--- src/rtl/shift_stage_if.sv ---
// Handshake bundle for the two-stage shifter.
// Upstream op/operand channel plus downstream result channel.
interface shift_stage_if #(
  parameter int WIDTH = 32,
  parameter int AMT_W = 5
);
  logic             in_valid;
  logic             in_ready;
  logic [1:0]       op;
  logic [WIDTH-1:0] in;
  logic [AMT_W-1:0] num;
  logic             out_valid;
  logic             out_ready;
  logic [WIDTH-1:0] out;
  logic             carry;
  logic             zero;

  modport master (
    output in_valid, op, in, num, out_ready,
    input  in_ready, out_valid, out, carry, zero
  );

  modport slave (
    input  in_valid, op, in, num, out_ready,
    output in_ready, out_valid, out, carry, zero
  );
endinterface

--- src/rtl/shift_stage.sv ---
// Two-stage barrel shifter: S1 latches the request,
// S2 holds the registered result, carry and zero flag.
module shift_stage #(
  parameter int WIDTH = 32,
  parameter int AMT_W = 5
) (
  input  logic         clk,
  input  logic         rst_n,
  shift_stage_if.slave bus
);

  typedef struct packed {
    logic [1:0]       op;
    logic [WIDTH-1:0] a;
    logic [AMT_W-1:0] n;
  } s1_t;

  typedef struct packed {
    logic [WIDTH-1:0] res;
    logic             c;
    logic             z;
  } s2_t;

  s1_t  s1_q, s1_d;
  s2_t  s2_q, s2_d;
  logic s1_vld_q, s1_vld_d;
  logic s2_vld_q, s2_vld_d;

  logic in_fire;
  logic out_fire;
  logic s2_adv;

  logic             is_lsl, is_lsr;
  logic             is_asr, is_ror;
  logic [WIDTH-1:0] res;
  logic             cy;
  logic [2*WIDTH-1:0] dbl;

  assign out_fire    = s2_vld_q & bus.out_ready;
  assign s2_adv      = s1_vld_q & (~s2_vld_q | bus.out_ready);
  assign bus.in_ready = ~s1_vld_q | s2_adv;
  assign in_fire     = bus.in_valid & bus.in_ready;

  assign is_lsl = (s1_q.op == 2'b00);
  assign is_lsr = (s1_q.op == 2'b01);
  assign is_asr = (s1_q.op == 2'b10);
  assign is_ror = (s1_q.op == 2'b11);

  // Widen by one bit so the shifted-out bit lands in cy; num==0 yields 0.
  always_comb begin
    res = '0;
    cy  = 1'b0;
    dbl = {s1_q.a, s1_q.a} >> s1_q.n;
    unique case (1'b1)
      is_lsl: {cy, res} = {1'b0, s1_q.a} << s1_q.n;
      is_lsr: {res, cy} = {s1_q.a, 1'b0} >> s1_q.n;
      is_asr: {res, cy} = $signed({s1_q.a, 1'b0}) >>> s1_q.n;
      is_ror: begin
        res = dbl[WIDTH-1:0];
        cy  = (s1_q.n != '0) & res[WIDTH-1];
      end
      default: begin
        res = '0;
        cy  = 1'b0;
      end
    endcase
  end

  always_comb begin
    s1_d     = s1_q;
    s1_vld_d = s1_vld_q & ~s2_adv;
    if (in_fire) begin
      s1_d.op  = bus.op;
      s1_d.a   = bus.in;
      s1_d.n   = bus.num;
      s1_vld_d = 1'b1;
    end
  end

  always_comb begin
    s2_d     = s2_q;
    s2_vld_d = s2_vld_q & ~out_fire;
    if (s2_adv) begin
      s2_d.res = res;
      s2_d.c   = cy;
      s2_d.z   = (res == '0);
      s2_vld_d = 1'b1;
    end
  end

  always_ff @(posedge clk or negedge rst_n) begin
    if (!rst_n) begin
      s1_q     <= '0;
      s1_vld_q <= 1'b0;
      s2_q     <= '0;
      s2_vld_q <= 1'b0;
    end else begin
      s1_q     <= s1_d;
      s1_vld_q <= s1_vld_d;
      s2_q     <= s2_d;
      s2_vld_q <= s2_vld_d;
    end
  end

  assign bus.out_valid = s2_vld_q;
  assign bus.out       = s2_q.res;
  assign bus.carry     = s2_q.c;
  assign bus.zero      = s2_q.z;

endmodule

--- src/flat_wrapper.sv ---
// flat-port wrapper written by rule: the top's interface ports become plain ports
module shift_stage_flat 
#(
  parameter int WIDTH = 32,
  parameter int AMT_W = 5
)
  (clk, rst_n, bus_in_valid, bus_op, bus_in, bus_num, bus_out_ready, bus_in_ready, bus_out_valid, bus_out, bus_carry, bus_zero);
  shift_stage_if #(.WIDTH(WIDTH), .AMT_W(AMT_W)) bus_i ();
  input  logic clk;
  input  logic rst_n;
  input wire logic [$bits(bus_i.in_valid)-1:0] bus_in_valid;
  input wire logic [$bits(bus_i.op)-1:0] bus_op;
  input wire logic [$bits(bus_i.in)-1:0] bus_in;
  input wire logic [$bits(bus_i.num)-1:0] bus_num;
  input wire logic [$bits(bus_i.out_ready)-1:0] bus_out_ready;
  output wire logic [$bits(bus_i.in_ready)-1:0] bus_in_ready;
  output wire logic [$bits(bus_i.out_valid)-1:0] bus_out_valid;
  output wire logic [$bits(bus_i.out)-1:0] bus_out;
  output wire logic [$bits(bus_i.carry)-1:0] bus_carry;
  output wire logic [$bits(bus_i.zero)-1:0] bus_zero;
  assign bus_i.in_valid = bus_in_valid;
  assign bus_i.op = bus_op;
  assign bus_i.in = bus_in;
  assign bus_i.num = bus_num;
  assign bus_i.out_ready = bus_out_ready;
  assign bus_in_ready = bus_i.in_ready;
  assign bus_out_valid = bus_i.out_valid;
  assign bus_out = bus_i.out;
  assign bus_carry = bus_i.carry;
  assign bus_zero = bus_i.zero;
  shift_stage #(.WIDTH(WIDTH), .AMT_W(AMT_W)) u_core (.clk(clk), .rst_n(rst_n), .bus(bus_i));
endmodule
--- config.mk ---
export PLATFORM = sky130hd
export DESIGN_NAME = shift_stage_flat
export DESIGN_NICKNAME = d
export VERILOG_FILES = /design/src/rtl/shift_stage_if.sv /design/src/rtl/shift_stage.sv /design/src/flat_wrapper.sv
export SDC_FILE = /design/constraint.sdc
export NUM_CORES = 1
export LEC_CHECK = 0
export CAP_MARGIN = 20
export CORE_ASPECT_RATIO = 0.7
export CORE_MARGIN = 8
export CORE_UTILIZATION = 25
export CTS_CLUSTER_DIAMETER = 120
export CTS_CLUSTER_SIZE = 28
export DETAILED_ROUTE_END_ITERATION = 8
export PLACE_DENSITY = 0.42
export SYNTH_ARGS = -nofsm -noshare
export SYNTH_HDL_FRONTEND = slang
export SYNTH_SLANG_ARGS = --single-unit
--- constraint.sdc ---
create_clock -name clk -period 6.3 [get_ports clk]
set_input_delay 1.26 -clock clk [delete_from_list [all_inputs] [get_ports clk]]
set_output_delay 1.26 -clock clk [all_outputs]
set_load 0.05 [all_outputs]
After elaboration in Yosys (flattened, before gate mapping)
Index checks and enable logic that the tools add are counted.

Eq/ne operators: 3. Shift operators: 4. Muxes and demuxes: 4. Bitwise gates (word level): 12. Reductions and logical operators: 3.

Operators by type and width (count): $pmux 32 s4 (1); $shr 64x5->32 (1); $shl 32x5->33 (1); $shr 33x5->33 (1); $sshr 33x5->33 (1); $logic_not 32->1 (1); $and 1x1->1 (6); $reduce_bool 5->1 (1); $eq 2x2->1 const B (2); $not 1->1 (4); $pmux 1 s4 (1); $eq 2x1->1 const B (1); $logic_not 2->1 (1); $mux 1 (2); $or 1x1->1 (2).

Register bits: 75. Input bits: 43. Output and inout port bits: 36. Logic and storage cells: 34.

Logic depth before layout (Yosys ltp)
Depth after elaboration: 6. Gate-level depth with buffers: 13. Gate-level depth less buffers: 8.

Worst setup path before layout
No wires, ideal clock.

Path kind: input port to flip-flop. Start: input bus_out_ready. End: register u_core.s1_q[0] in the netlist's numbering. Arrival: 3.097 ns. Data required time: 6.175 ns. Setup slack: 3.079 ns. Cell stages on the path: 5. Buffers on the path: 2. Cells stage by stage: nand3b_1 nand2_1 clkbuf_1 clkbuf_1 mux2_2.

Longest elaborated chain between the ends: 4.

RTL lines: start: declaration (RTL line flat_wrapper.sv:15) `input wire logic [$bits(bus_i.out_ready)-1:0] bus_out_ready;`; $or 1x1->1 (RTL line shift_stage.sv:40) `assign s2_adv = s1_vld_q & (~s2_vld_q | bus.out_ready);`; $and 1x1->1 (RTL line shift_stage.sv:40); $or 1x1->1 (RTL line shift_stage.sv:41) `assign bus.in_ready = ~s1_vld_q | s2_adv;`; $and 1x1->1 (RTL line shift_stage.sv:42) `assign in_fire = bus.in_valid & bus.in_ready;`; end signal: assignment (RTL line shift_stage.sv:93) `s1_q <= '0;`; end signal: assignment (RTL line shift_stage.sv:98) `s1_q <= s1_d;`; end: declaration (RTL line shift_stage.sv:24) `s1_t s1_q, s1_d;`.

No other way between the ends. A chain may end at the register's enable or synchronous reset.

Final worst setup path
Start: register u_core.s1_q[2] in the netlist's numbering. End: register u_core.s2_q, in the netlist u_core.bus.zero.

Longest elaborated chain between the ends: 3. Elaborated cells between the ends (all ways): 6.

RTL lines: $shr 64x5->32 (tied with other cells) (RTL line shift_stage.sv:53) `dbl = {s1_q.a, s1_q.a} >> s1_q.n;`; $pmux 32 s4 (*) (RTL line shift_stage.sv:54) `unique case (1'b1)`; $logic_not 32->1 (*) (RTL line shift_stage.sv:86) `s2_d.z = (res == '0);`; end signal: assignment (RTL line shift_stage.sv:95) `s2_q <= '0;`; end signal: assignment (RTL line shift_stage.sv:100) `s2_q <= s2_d;`; end: declaration (RTL line shift_stage.sv:25) `s2_t s2_q, s2_d;`.

Mark *: on every way between the ends. The rest lies on a longest branch, timed or not.

==> impl_metrics.toml <==
[timing]
clock_skew_ns = 0.0125
rsz0062_at_grt = "no"
setup_viol = 0
worstMarginPinSlew_ns = 1.04
max_freq_mhz = 221
relSlewSlack_pct = 30.8
hold_violations = 0
maxSlewViolCount = 0
final.setup.tns_ns = 0
hold_ws_ns = 0.470
period_needed_ns = 4.53
fin_crit_sh_pct = 71.9

[layout]
nets = 978
layout_commonest_cell = "nand2_1"
final_cell_mix = "nand2_1, mux2_2, mux4_2, clkdlybuf4s50_1, dfrtp_1"
stdcell_count = 1412
fin_area_um2 = 10200
area_growth_pct = 14.7
drive_gt1_share_pct = 24.3
diodes = 0

[synth]
ys_seq_area_share_pct = 21.1
synth_top_area_share_pct = 21.1
ys_ff_latch = 75
synth_nets = 984
yosysUniqueCellTypes = 70
syn_area_per_cell_um2 = 9.46
syn_inst = 941
synth_edf_count = 0
synth.top_cells.by_area = "dfrtp_1, mux4_2, mux2_2, mux2i_1, nand2_1"
yosysTopAreaCell = "dfrtp_1"
synth-main-ff-cell = "dfrtp_1"
ys_async_sr_fraction_pct = 100
netlist_area_um2 = 8900
ys.warnings.count = 0

[global_routing]
antenna_found_initial = 0
grt_remaining_overflow = 0
grt_max_degree = 87
grt_pass1_vias = 8476
track_usage_pct = 19.3
grt_pass1_wl_um = 61800

[worst_setup_path]
path_class = "register to register"
crit_top_cell = "nor3_1"
crit_chain = "buf_4 > nand2_1 > o22ai_1 > nor3_1 > nor4b_2 > o2111ai_1 > nor3_1 > nand4_1 > o31ai_2"
reg2regPathDepth = 9
crit_slowest_cell = "nor4b_2"
required_ns = 6.58
crit_fanout = 68
crit_start = "u_core.s1_q[2]"
crit_buf_inv = 1
cp.depth = 9
arrival_ns = 4.82
reg2reg_to = "u_core.bus.zero"
worstReg2RegStart = "u_core.s1_q[2]"
crit_family = "simple AND/OR/NAND/NOR gates"
worstSetupEndpointType = "register"
cpPeakStageDelay_ns = 0.88
r2r_slack_ns = 1.77
cp-endpoint = "u_core.bus.zero"
start_kind = "register"

[clock_network]
cts.htree.levels = 3
cts_tree = "built"
cts.sinks = 75
cts.path.max_buffers = 2
cts_made_buffers = 9
cts_resized = 0
clockRootBuffer = "clkbuf_16"
clkTransAtPathRegs_ns = 0.07
postCtsSetupRepairBufs = 0
clock_latency_ns = 0.37
cts-hold-fix-buffers = 0

[placement]
dp.cells = 1395
io_buffers = 78
place_congestion = 0.979
dp_hpwl_um = 29800
place_area_um2 = 9930

[worst_hold_path]
hold_class = "register to register"
hold_start = "u_core.bus.out[16]"

[drt]
vias = 8775
route.antenna.remaining_nets = 0
dr.pass1.iters = 7
drc_errors = 0
via_per_inst = 6.21
drt_first_iter_violations = 1291
routed_wl_um = 41900
wl_per_cell_um = 29.7

[die]
ioPinCount = 79
num_rows = 57
die_x_um = 242
start_util_pct = 25.5
fp.dieH_um = 174
die_area_um2 = 42000
core_um2 = 34900

[flow_run]
cap_viol_max_count = 0

[power]
power.leakage_uw = 0.00372
irDropWorstVdd_v = 0.000148
pwr_density_cell_nw_per_um2 = 363

[run_status]
status = "finished clean"
## synthesized netlist by cell type, drive strengths merged, types with 22 or more instances
cell type,n
o21ai,32
a211oi,24
mux4,87
mux2,86
nor2,51
dfrtp,75
a21oi,48
mux2i,64
nor3,22
clkbuf,78
nand2,103
buf,42
## tightest hold or removal path: stages, from the launching register on
cell and delay [ns]:
dfrtp_1 0.34, nand2_1 0.05, nand2_1 0.05
## metal layers
layer / vias to the layer above / wire [um] / global-route usage, % / part of all wire (%)
li1: 3671 / - / - / -
met1: 4449 / 18400 / 27.3 / 44
met2: 582 / 17600 / 27.4 / 42
met3: 73 / 4820 / 6.45 / 12
met4: 0 / 1070 / 5.88 / 2.5
met5: - / 0 / 0 / 0
## metrics by stage
stage          worst slack, ns  utilization [%]  power [uW]
4_1_cts                   1.98             29.3        3660
3_3_place_gp              1.92             28.5        3170
3_5_place_dp              1.97             28.5        3130
2_1_floorplan             3.08                -        2320
6_report                  1.77             29.3        3700
5_1_grt                   1.59             29.3        3860
## report_power, final
part	switching (uW)	leakage, uW	internal, uW
clock network	235	0.000132	279
logic	1410	0.00269	892
registers	280	0.000893	604
## worst min-delay path by stage
stage / slack, ns / endpoint / cells after the start
2_1_floorplan: 0.47 / u_core.bus.out_valid / 1
3_3_place_gp: 0.45 / u_core.bus.out[16] / 2
3_5_place_dp: 0.46 / u_core.bus.out[16] / 2
4_1_cts: 0.48 / u_core.bus.out[16] / 2
5_1_grt: 0.49 / u_core.bus.out[4] / 1
6_report: 0.47 / u_core.bus.out[16] / 2
## sequential cells by signal, indices dropped and copies added (netlist names)
register              cells
u_core.bus.carry          1
u_core.bus.out           32
u_core.bus.out_valid      1
u_core.bus.zero           1
u_core.s1_q              39
u_core.s1_vld_q           1
## cell families (layout without fill, tap and decap cells)
logic type	Yosys count	count (layout)	share of synthesized area, %
AOI/OAI and AO/OA	225	225	17.2
DFF	75	75	21.1
muxes	237	237	40.4
buffers and inverters	128	127	6.51
and+or+nand+nor	276	276	14.8
## layout make-up
class	instances	area, um^2
timing repair buffer	103	976
clock buffer	11	243
fill	3675	24700
inverter	8	30.0
sequential	75	1890
clock inverter	5	37.5
tap	472	591
multi-input combinational	738	6450
(Power assumes the default switching activity.)
